## config.mk

```make
export PLATFORM = sky130hd
export DESIGN_NAME = sprite_loader_flat
export DESIGN_NICKNAME = d
export VERILOG_FILES = /design/src/rtl/sprite_pkg.sv /design/src/rtl/sprite_loader_if.sv /design/src/rtl/raster_counter.sv /design/src/rtl/sprite_loader.sv /design/src/flat_wrapper.sv
export SDC_FILE = /design/constraint.sdc
export NUM_CORES = 1
export LEC_CHECK = 0
export ABC_AREA = 0
export CORE_ASPECT_RATIO = 2
export CORE_MARGIN = 2
export CORE_UTILIZATION = 55
export DETAILED_ROUTE_END_ITERATION = 10
export DONT_BUFFER_PORTS = 1
export GPL_TIMING_DRIVEN = 0
export HOLD_SLACK_MARGIN = 0.1
export PLACE_DENSITY = 0.73
export SLEW_MARGIN = 30
export SYNTH_ARGS = -nofsm -noshare
export SYNTH_HDL_FRONTEND = slang
export SYNTH_SLANG_ARGS = --single-unit
```

## constraint.sdc

```tcl
create_clock -name i_pixel_clk -period 6.1 [get_ports i_pixel_clk]
set_clock_uncertainty 0.1 [all_clocks]
set_input_delay 1.22 -clock i_pixel_clk [delete_from_list [all_inputs] [get_ports i_pixel_clk]]
set_output_delay 1.22 -clock i_pixel_clk [all_outputs]
set_load 0.01 [all_outputs]
```

## src/rtl/sprite_pkg.sv

```systemverilog
// Constants and loader state encoding shared by the sprite loader and the sprite display path.
package sprite_pkg;

  localparam int SPRITE_W      = 160;
  localparam int SPRITE_H      = 120;
  localparam int SPRITE_PIX    = SPRITE_W * SPRITE_H;
  localparam int SPRITE_ADDR_W = 15;
  localparam int PIX_W         = 9;

  typedef enum logic [1:0] {
    ST_IDLE = 2'd0,
    ST_SYNC = 2'd1,
    ST_LOAD = 2'd2,
    ST_DONE = 2'd3
  } loader_state_t;

endpackage

```

## src/rtl/sprite_loader_if.sv

```systemverilog
// Pixel stream in (valid/ready + SOF) and sprite RAM write port out.
interface sprite_loader_if #(
  parameter int ADDR_W = sprite_pkg::SPRITE_ADDR_W,
  parameter int PIX_W  = sprite_pkg::PIX_W
);
  logic              in_valid;
  logic              in_sof;
  logic [PIX_W-1:0]  in_data;
  logic              in_ready;
  logic              wr_en;
  logic [ADDR_W-1:0] wr_addr;
  logic [PIX_W-1:0]  wr_data;

  // master: pixel source plus RAM write sink; slave: the loader itself
  modport master (
    output in_valid, in_sof, in_data,
    input  in_ready, wr_en, wr_addr, wr_data
  );

  modport slave (
    input  in_valid, in_sof, in_data,
    output in_ready, wr_en, wr_addr, wr_data
  );
endinterface

```

## src/rtl/raster_counter.sv

```systemverilog
// Raster col/row/addr counters with clear, increment and last-pixel flag; 0-cycle flag, 1-cycle update.
// Clear and increment together restart the raster and count pixel (0,0) in the same cycle.
module raster_counter #(
  parameter int WIDTH  = sprite_pkg::SPRITE_W,
  parameter int HEIGHT = sprite_pkg::SPRITE_H,
  parameter int ADDR_W = sprite_pkg::SPRITE_ADDR_W
) (
  input  logic              i_clk,
  input  logic              i_rst,
  input  logic              i_clr,
  input  logic              i_inc,
  output logic [ADDR_W-1:0] o_addr,
  output logic              o_last
);
  localparam int COL_W = $clog2(WIDTH);
  localparam int ROW_W = $clog2(HEIGHT);

  logic [COL_W-1:0]  r_col, w_col_base, w_col_nxt;
  logic [ROW_W-1:0]  r_row, w_row_base, w_row_nxt;
  logic [ADDR_W-1:0] r_addr, w_addr_base, w_addr_nxt;
  logic              w_eol_base, w_last_base;

  always_comb begin
    w_col_base  = i_clr ? '0 : r_col;
    w_row_base  = i_clr ? '0 : r_row;
    w_addr_base = i_clr ? '0 : r_addr;
    w_eol_base  = (w_col_base == COL_W'(WIDTH - 1));
    w_last_base = w_eol_base && (w_row_base == ROW_W'(HEIGHT - 1));
    w_col_nxt   = w_col_base;
    w_row_nxt   = w_row_base;
    w_addr_nxt  = w_addr_base;
    if (i_inc) begin
      // wrap fully after the last pixel so addr stays inside the image
      if (w_last_base) begin
        w_col_nxt  = '0;
        w_row_nxt  = '0;
        w_addr_nxt = '0;
      end else if (w_eol_base) begin
        w_col_nxt  = '0;
        w_row_nxt  = w_row_base + 1'b1;
        w_addr_nxt = w_addr_base + 1'b1;
      end else begin
        w_col_nxt  = w_col_base + 1'b1;
        w_addr_nxt = w_addr_base + 1'b1;
      end
    end
  end

  always_ff @(posedge i_clk or posedge i_rst) begin
    if (i_rst) begin
      r_col  <= '0;
      r_row  <= '0;
      r_addr <= '0;
    end else begin
      r_col  <= w_col_nxt;
      r_row  <= w_row_nxt;
      r_addr <= w_addr_nxt;
    end
  end

  assign o_addr = r_addr;
  assign o_last = (r_col == COL_W'(WIDTH - 1)) && (r_row == ROW_W'(HEIGHT - 1));
endmodule

```

## src/rtl/sprite_loader.sv

```systemverilog
// Writes a raster pixel stream into the sprite RAM at WIDTH*row+col; write path 1 cycle, one write per beat.
// in_ready depends on state and abort only; the source is stalled outside SYNC/LOAD.
module sprite_loader #(
  parameter int WIDTH  = sprite_pkg::SPRITE_W,
  parameter int HEIGHT = sprite_pkg::SPRITE_H,
  parameter int ADDR_W = sprite_pkg::SPRITE_ADDR_W,
  parameter int PIX_W  = sprite_pkg::PIX_W
) (
  input  logic            i_pixel_clk,
  input  logic            i_reset,
  input  logic            i_start,
  input  logic            i_abort,
  sprite_loader_if.slave  bus,
  output logic            o_busy,
  output logic            o_done,
  output logic            o_sync_err
);
  import sprite_pkg::*;

  loader_state_t     r_state, w_state_nxt;
  logic              w_in_ready, w_beat;
  logic              w_clr, w_inc, w_wr, w_err;
  logic [ADDR_W-1:0] w_addr;
  logic              w_last;
  logic              r_wr_en, r_sync_err;
  logic [ADDR_W-1:0] r_wr_addr;
  logic [PIX_W-1:0]  r_wr_data;

  assign w_in_ready = ((r_state == ST_SYNC) || (r_state == ST_LOAD)) && !i_abort;
  assign w_beat     = w_in_ready && bus.in_valid;

  raster_counter #(
    .WIDTH  (WIDTH),
    .HEIGHT (HEIGHT),
    .ADDR_W (ADDR_W)
  ) u_raster (
    .i_clk  (i_pixel_clk),
    .i_rst  (i_reset),
    .i_clr  (w_clr),
    .i_inc  (w_inc),
    .o_addr (w_addr),
    .o_last (w_last)
  );

  always_ff @(posedge i_pixel_clk or posedge i_reset) begin
    if (i_reset) r_state <= ST_IDLE;
    else         r_state <= w_state_nxt;
  end

  always_comb begin
    w_state_nxt = r_state;
    w_clr       = 1'b0;
    w_inc       = 1'b0;
    w_wr        = 1'b0;
    w_err       = 1'b0;
    case (r_state)
      ST_IDLE: begin
        if (i_start && !i_abort) begin
          w_state_nxt = ST_SYNC;
          w_clr       = 1'b1;
        end
      end
      ST_SYNC: begin
        if (i_abort) begin
          w_state_nxt = ST_IDLE;
        end else if (w_beat) begin
          if (bus.in_sof) begin
            w_wr        = 1'b1;
            w_clr       = 1'b1;
            w_inc       = 1'b1;
            w_state_nxt = ST_LOAD;
          end else begin
            w_err = 1'b1;
          end
        end
      end
      ST_LOAD: begin
        if (i_abort) begin
          w_state_nxt = ST_IDLE;
        end else if (w_beat) begin
          w_wr  = 1'b1;
          w_inc = 1'b1;
          // an SOF mid-frame restarts the raster at pixel (0,0)
          if (bus.in_sof) begin
            w_clr = 1'b1;
            w_err = 1'b1;
          end else if (w_last) begin
            w_state_nxt = ST_DONE;
          end
        end
      end
      ST_DONE: w_state_nxt = ST_IDLE;
      default: w_state_nxt = ST_IDLE;
    endcase
  end

  always_ff @(posedge i_pixel_clk or posedge i_reset) begin
    if (i_reset) begin
      r_wr_en    <= 1'b0;
      r_sync_err <= 1'b0;
      r_wr_addr  <= '0;
      r_wr_data  <= '0;
    end else begin
      r_wr_en    <= w_wr;
      r_sync_err <= w_err;
      if (w_wr) begin
        r_wr_addr <= bus.in_sof ? '0 : w_addr;
        r_wr_data <= bus.in_data;
      end
    end
  end

  assign bus.in_ready = w_in_ready;
  assign bus.wr_en    = r_wr_en;
  assign bus.wr_addr  = r_wr_addr;
  assign bus.wr_data  = r_wr_data;
  assign o_busy       = (r_state == ST_SYNC) || (r_state == ST_LOAD);
  assign o_done       = (r_state == ST_DONE);
  assign o_sync_err   = r_sync_err;
endmodule

```

## src/flat_wrapper.sv

```systemverilog
// flat-port wrapper written by rule: the top's interface ports become plain ports
module sprite_loader_flat import sprite_pkg::*;
#(
  parameter int WIDTH  = sprite_pkg::SPRITE_W,
  parameter int HEIGHT = sprite_pkg::SPRITE_H,
  parameter int ADDR_W = sprite_pkg::SPRITE_ADDR_W,
  parameter int PIX_W  = sprite_pkg::PIX_W
)
  (i_pixel_clk, i_reset, i_start, i_abort, o_busy, o_done, o_sync_err, bus_in_valid, bus_in_sof, bus_in_data, bus_in_ready, bus_wr_en, bus_wr_addr, bus_wr_data);
  sprite_loader_if #(.ADDR_W(ADDR_W), .PIX_W(PIX_W)) bus_i ();
  input  logic i_pixel_clk;
  input  logic i_reset;
  input  logic i_start;
  input  logic i_abort;
  output logic o_busy;
  output logic o_done;
  output logic o_sync_err;
  input wire logic [$bits(bus_i.in_valid)-1:0] bus_in_valid;
  input wire logic [$bits(bus_i.in_sof)-1:0] bus_in_sof;
  input wire logic [$bits(bus_i.in_data)-1:0] bus_in_data;
  output wire logic [$bits(bus_i.in_ready)-1:0] bus_in_ready;
  output wire logic [$bits(bus_i.wr_en)-1:0] bus_wr_en;
  output wire logic [$bits(bus_i.wr_addr)-1:0] bus_wr_addr;
  output wire logic [$bits(bus_i.wr_data)-1:0] bus_wr_data;
  assign bus_i.in_valid = bus_in_valid;
  assign bus_i.in_sof = bus_in_sof;
  assign bus_i.in_data = bus_in_data;
  assign bus_in_ready = bus_i.in_ready;
  assign bus_wr_en = bus_i.wr_en;
  assign bus_wr_addr = bus_i.wr_addr;
  assign bus_wr_data = bus_i.wr_data;
  sprite_loader #(.WIDTH(WIDTH), .HEIGHT(HEIGHT), .ADDR_W(ADDR_W), .PIX_W(PIX_W)) u_core (.i_pixel_clk(i_pixel_clk), .i_reset(i_reset), .i_start(i_start), .i_abort(i_abort), .bus(bus_i), .o_busy(o_busy), .o_done(o_done), .o_sync_err(o_sync_err));
endmodule
```

; ---- Word-level counts from Yosys, hierarchy flattened
; Cells that the tools add are included.
[totals]
output_inout_bits = 29
regBits = 58
romBits = 0
latchBits = 0
n_memories = 0
ram_bits = 0
in_bits = 15
elab_cells = 67
[classes]
eq_ne = 13
n_mul = 0
div_mod_pow = 0
addsub = 3
order_cmp = 0
bitwise_logic = 0
shifts = 0
reduce_logical = 10
muxes = 33
[ops]
columns = cell, n
row1 = two-way mux 15 bit, 4
row2 = two-way mux 8 bit, 4
row3 = two-way mux 7 bit, 4
row4 = == test 8 bit (second input constant), 2
row5 = two-way mux 2 bit, 8
row6 = adder 15 x 1 -> 15 bit (second input constant), 1
row7 = == test 7 bit (second input constant), 2
row8 = two-way mux 1 bit, 9
row9 = != test 3 bit (second input constant), 3
row10 = adder 8 x 1 -> 8 bit (second input constant), 1
row11 = one-hot mux 2 bit (4 select lines), 1
row12 = adder 7 x 1 -> 7 bit (second input constant), 1
row13 = != test 3 x 2 -> 1 bit (second input constant), 2
row14 = one-hot mux 1 bit (2 select lines), 3
row15 = AND reduction 6 bit, 1
row16 = logical AND 1 bit, 5
row17 = == test 2 bit (second input constant), 2
row18 = == test 2 x 1 -> 1 bit (second input constant), 1
row19 = zero test 2 bit, 1
row20 = != test 2 x 1 -> 1 bit (second input constant), 1
row21 = OR reduction 2 bit, 1
row22 = zero test 1 bit, 1
row23 = logical OR 1 bit, 1

; ---- Depth between registers and ports, before layout
[logic_depth]
word_depth = 12
mapped_depth = 13

; ---- Cells and area by module
; A second synthesis with hierarchy kept.
[unflattened]
hier_cells = 308
hier_area_um2 = 2950.3
[by_module_without_submodules]
columns = module, cells_per_inst, n_inst, area_each_um2, seq_area_each_um2
row1 = raster_counter, 170, 1, 1646.6, 750.7
row2 = sprite_loader, 138, 1, 1303.8, 700.7

; ---- Worst setup path after synthesis
; No wires, ideal clock.
[synth_path]
kind = in2reg
start = in bus_in_sof
end = reg u_core.u_raster.r_addr[13], in the netlist u_core.u_raster.o_addr[13]
path_buffers = 4
setup_slack_ns = 2.461
setup_ns = 0.134
cell_stages = 12
required_ns = 5.866
t_arrival_ns = 3.404
path_cell_list = clkbuf_1 > a32o_1 > nand2_1 > clkbuf_1 > and2_1 > ha_1 > nand4_1 > or4_1 > clkbuf_1 > o21ai_1 > buf_2 > a21oi_1
[synth_via]
elab_chain_cells = 9
elab_cells_between_ends = 14
[synth_lines]
columns = element, line_no
row1 = from (decl), flat_wrapper.sv:19  ; input wire logic [$bits(bus_i.in_sof)-1:0] bus_in_sof;
row2 = two-way mux 1 bit (*), "sprite_loader.sv:67, sprite_loader.sv:84"
row3 = two-way mux 1 bit (*), sprite_loader.sv:80  ; end else if (w_beat) begin
row4 = two-way mux 1 bit (*), sprite_loader.sv:64  ; if (i_abort) begin
row5 = "parallel branches: the longest is 5 deep, another holds adder 15 x 1 -> 15 bit", n/a
row6 = two-way mux 15 bit (*), raster_counter.sv:32  ; if (i_inc) begin
row7 = named net u_core.u_raster.w_addr_nxt[13], raster_counter.sv:20  ; logic [ADDR_W-1:0] r_addr, w_addr_base, w_addr_nxt;
row8 = to (signal assigned), raster_counter.sv:57  ; r_addr <= w_addr_nxt;
row9 = to (decl), raster_counter.sv:20
; Mark *: on every way through the listed nets, which the timed path passes.
; A chain may end at the register's enable or synchronous reset.

; ---- Worst setup path in the final report
[layout_path]
start = in bus_in_sof
end = reg u_core.u_raster.r_row[5]
[layout_via]
elab_chain_cells = 9
elab_cells_between_ends = 14
[layout_lines]
columns = element, line_no
row1 = two-way mux 1 bit (*), "sprite_loader.sv:67, sprite_loader.sv:84"
row2 = two-way mux 1 bit (*), sprite_loader.sv:80
row3 = two-way mux 1 bit (*), sprite_loader.sv:64
row4 = one-hot mux 1 bit (2 select lines), sprite_loader.sv:56  ; case (r_state)
row5 = two-way mux 7 bit or two-way mux 8 bit (tied branches), "raster_counter.sv:25, raster_counter.sv:24"
row6 = adder 7 x 1 -> 7 bit (tied with other cells), raster_counter.sv:40  ; w_row_nxt = w_row_base + 1'b1;
row7 = two-way mux 7 bit or logical AND 1 bit (tied branches), "raster_counter.sv:38, raster_counter.sv:28"
row8 = two-way mux 7 bit, raster_counter.sv:34  ; if (w_last_base) begin
row9 = two-way mux 7 bit (*), raster_counter.sv:32
row10 = named net u_core.u_raster.w_row_nxt[5], raster_counter.sv:19  ; logic [ROW_W-1:0] r_row, w_row_base, w_row_nxt;
row11 = to (signal assigned), raster_counter.sv:56  ; r_row <= w_row_nxt;
row12 = to (decl), raster_counter.sv:19
; The timed path passes the listed nets; every way through them passes the cells marked *.

==> flow_summary.yaml <==
worst_setup_path:
  crit_top_cell: "clkbuf_1"
  crit_chain: "clkbuf_1, a32o_1, nand2_1, clkbuf_1, and2_1, ha_1, nand4_1, or4_1, clkbuf_1, nor2_1, o31ai_1"
  crit_arrival_ns: 4.13
  slowest_stage: "nor2_1"
  path_max_fanout: 10
  start_kind: "input pin"
  reg2reg_from: "u_core.r_state[0]$_DFFE_PP0P_"
  cp-end-kind: "flip-flop"
  reg2reg_to: "u_core.u_raster.r_row[5]$_DFF_PP0_"
  cp.required_ns: 6.21
  path_buf_inv: 3
  r2r_slack_ns: 2.21
  cp_top_family: "simple AND/OR/NAND/NOR gates"
  crit_type: "in -> reg"
  ff2ff_path_depth: 12
  slowest_delay_ns: 0.41
grt:
  gr-total-overflow: 0
  grt_max_degree: 44
  grt_pass1_vias: 2621
  grt_pass1_wl_mm: 12.4
  antenna_found_initial: 0
  grtUsageTotal: 0.263
sta:
  slew_violations: 0
  setup_viol: 0
  fin_crit_ns: 4.01
  worst_pin_slew_ns: 0.562
  fmax_ghz: 0.249
  rsz0062_at_grt: "no"
  tns_ns: 0
  min_period_over_period: 0.658
  relSlewSlack: 0.626
  fin_worst_hold_slack_ns: 0.441
  hold_violations: 0
logic_synthesis:
  synth_top_area_share: 0.473
  syn_area_sq_um: 3070
  synthesis.nets: 354
  yosys_register_bits: 58
  synth_edf_count: 0
  synth.distinct_cells: 56
  yosysWarnings: 0
  ys_seq_area_frac: 0.473
  yosys.area.top_type: "dfrtp_1"
  async_reset_ff_frac: 1.00
  ys_top_cells_by_area: "dfrtp_1 (47%), nand2_1 (7.6%), a21oi_1 (3.6%), ha_1 (3.3%), nand2b_1 (2.9%)"
  netlist_instances: 331
  syn-mean-instance-area_sq_um: 9.26
  synthFlopType: "dfrtp_1"
detailed_routing:
  highest_layer: "met4"
  antenna_left: 0
  drcViolationCount: 0
  met2_length_mm: 4.13
  wl_mm: 7.42
  wl_per_cell_um: 18.2
  vias: 2534
  dr.pass1.iters: 4
  post_drt_via_cell_ratio: 6.21
  wl_met1_mm: 2.66
  route.met3.wl_um: 353
  drt-initial-drc-count: 145
power:
  ir_worst_vdd_mv: 0.291
  power_density_nw_per_um2: 336
  leakagePower_uw: 0.00145
cts:
  cts_tree: "built"
  cts.path.max_buffers: 2
  ctsResizeCount: 0
  clk_pin_slew_ns: 0.07
  numCtsBuffers: 9
  insertion_delay_ns: 0.35
  cts_root_buffer: "clkbuf_8"
  post-cts-setup-buffer-count: 0
  ctsHoldBuffers: 0
  cts.sinks: 58
  cts-htree-levels: 3
placed_design:
  gp_congestion: 0.942
  dp_hpwl_mm: 5.47
  port_buffers: 0
min_path:
  holdPathStages: 2
  hp-start: "u_core.u_raster.o_addr[13]$_DFF_PP0_"
  hold-path-endpoint: "u_core.u_raster.o_addr[13]$_DFF_PP0_"
  hp-class: "reg -> reg"
run:
  maxCapViolations: 0
cells_and_area:
  antennaDiodeCount: 0
  areaGrowthSynthToFinish_pct: 10.3
  fillers: 469
  final_nets: 366
  layout-drive-gt1-share: 0.0920
floorplan:
  die_y_um: 110
  dieArea_sq_um: 6230
  initial_utilization: 0.566
  die_w_um: 56.8
  core_sq_um: 5420
  rows: 38
  boundaryPins: 44
outcome:
  status: "complete, no violations"
-- metal layers --
layer | vias to the layer above | global-route usage
li1 | 1211 | -
met1 | 1207 | 0.273
met2 | 93 | 0.470
met3 | 23 | 0.0600
met4 | 0 | 0.164
met5 | - | 0
-- worst max path at each step --
stage	startpoint	endpoint	slack [ns]	depth (start not counted)
floorplan	bus_in_sof	u_core.u_raster.o_addr[13]$_DFF_PP0_	2.46	12
global placement	bus_in_sof	u_core.u_raster.r_row[5]$_DFF_PP0_	1.77	11
detailed placement	bus_in_sof	u_core.u_raster.r_row[5]$_DFF_PP0_	1.78	11
CTS	bus_in_sof	u_core.u_raster.r_row[5]$_DFF_PP0_	2.15	11
global route	bus_in_sof	u_core.u_raster.r_row[5]$_DFF_PP0_	1.86	11
finish	bus_in_sof	u_core.u_raster.r_row[5]$_DFF_PP0_	2.09	11
-- per-stage QoR --
step / std cells / area [sq um] / total power, uW / utilization / worst slack (ns)
4_1_cts: 408 / 3380 / 1140 / 0.624 / 2.15
5_1_grt: 408 / 3380 / 1190 / 0.624 / 1.86
3_3_place_gp: 391 / 3140 / 734 / 0.580 / 1.77
2_1_floorplan: 331 / 3070 / 678 / - / 2.46
6_report: 408 / 3380 / 1140 / 0.624 / 2.09
3_5_place_dp: 392 / 3160 / 746 / 0.584 / 1.78
-- layout by cell type (no fill, tap or decap), types with 3 or more instances in the layout --
| master | netlist | final |
|---|---|---|
| a21oi_1 | 22 | 22 |
| buf_2 | 5 | 5 |
| clkbuf_8 | 0 | 10 |
| and2_1 | 5 | 5 |
| or4_1 | 8 | 8 |
| clkbuf_1 | 7 | 8 |
| nand2_1 | 62 | 62 |
| nor3_1 | 9 | 9 |
| xnor2_1 | 8 | 8 |
| nand4_1 | 8 | 8 |
| nor2_1 | 12 | 12 |
| or3_1 | 4 | 4 |
| ha_1 | 8 | 8 |
| mux2i_1 | 3 | 3 |
| o211ai_1 | 6 | 6 |
| nand2b_1 | 14 | 14 |
| nand3_1 | 10 | 10 |
| nor4_1 | 3 | 3 |
| o21ai_0 | 14 | 14 |
| inv_1 | 12 | 11 |
| nor2b_1 | 3 | 3 |
| dfrtp_1 | 58 | 58 |
| o31ai_1 | 11 | 11 |
-- where the power goes --
part	switching (uW)	total, uW	internal [uW]
clock network	156	395	240
registers	55.0	493	438
logic	165	249	84.1
-- cells in the mapped netlist (all sizes together), types with 2 or more instances --
cell type   n
a21oi      22
and2        6
and3        2
buf         7
clkbuf      7
dfrtp      58
ha          8
inv        12
mux2i       3
nand2      62
nand2b     14
nand3      10
nand3b      2
nand4       8
nand4bb     2
nor2       12
nor2b       3
nor3        9
nor4        3
o211ai      6
o21ai      15
o311ai      2
o31ai      11
o41ai       2
or3         4
or4        10
or4b        2
xnor2       8
xor2        2
-- cells by family after synthesis --
kind of cell | share of synthesized area
and+or+nand+nor | 0.268
AOI/OAI and AO/OA | 0.149
DFF | 0.473
buffers and inverters | 0.0351
xor gates and xnor gates | 0.0286
adders and majority gates | 0.0326
muxes | 0.0135
-- final cells by class --
class	instances	area, sq um	share of cell area
plain buffers	14	58.8	0.0174
inverters	13	51.3	0.0152
clock inverters	5	77.6	0.0229
multi-input cells	246	1510	0.446
flip-flops and latches	58	1450	0.429
well taps	60	75.1	0.0222
repair buffers	1	20.0	0.00592
clock buffers	11	141	0.0418
-- registers in the layout, summed over array words and instances, names as in the netlist --
register,cells
u_core.bus.wr_en,1
u_core.u_raster.r_row,7
u_core.o_sync_err,1
u_core.u_raster.r_col,8
u_core.u_raster.o_addr,15
u_core.r_state,2
u_core.bus.wr_data,9
u_core.bus.wr_addr,15
-- tightest hold or removal path, stage by stage, from the launching register on --
cell     delay (ns)
dfrtp_1        0.38
o41ai_1        0.06
a21oi_1        0.05
Note: power is estimated with default switching activity, not from simulation.
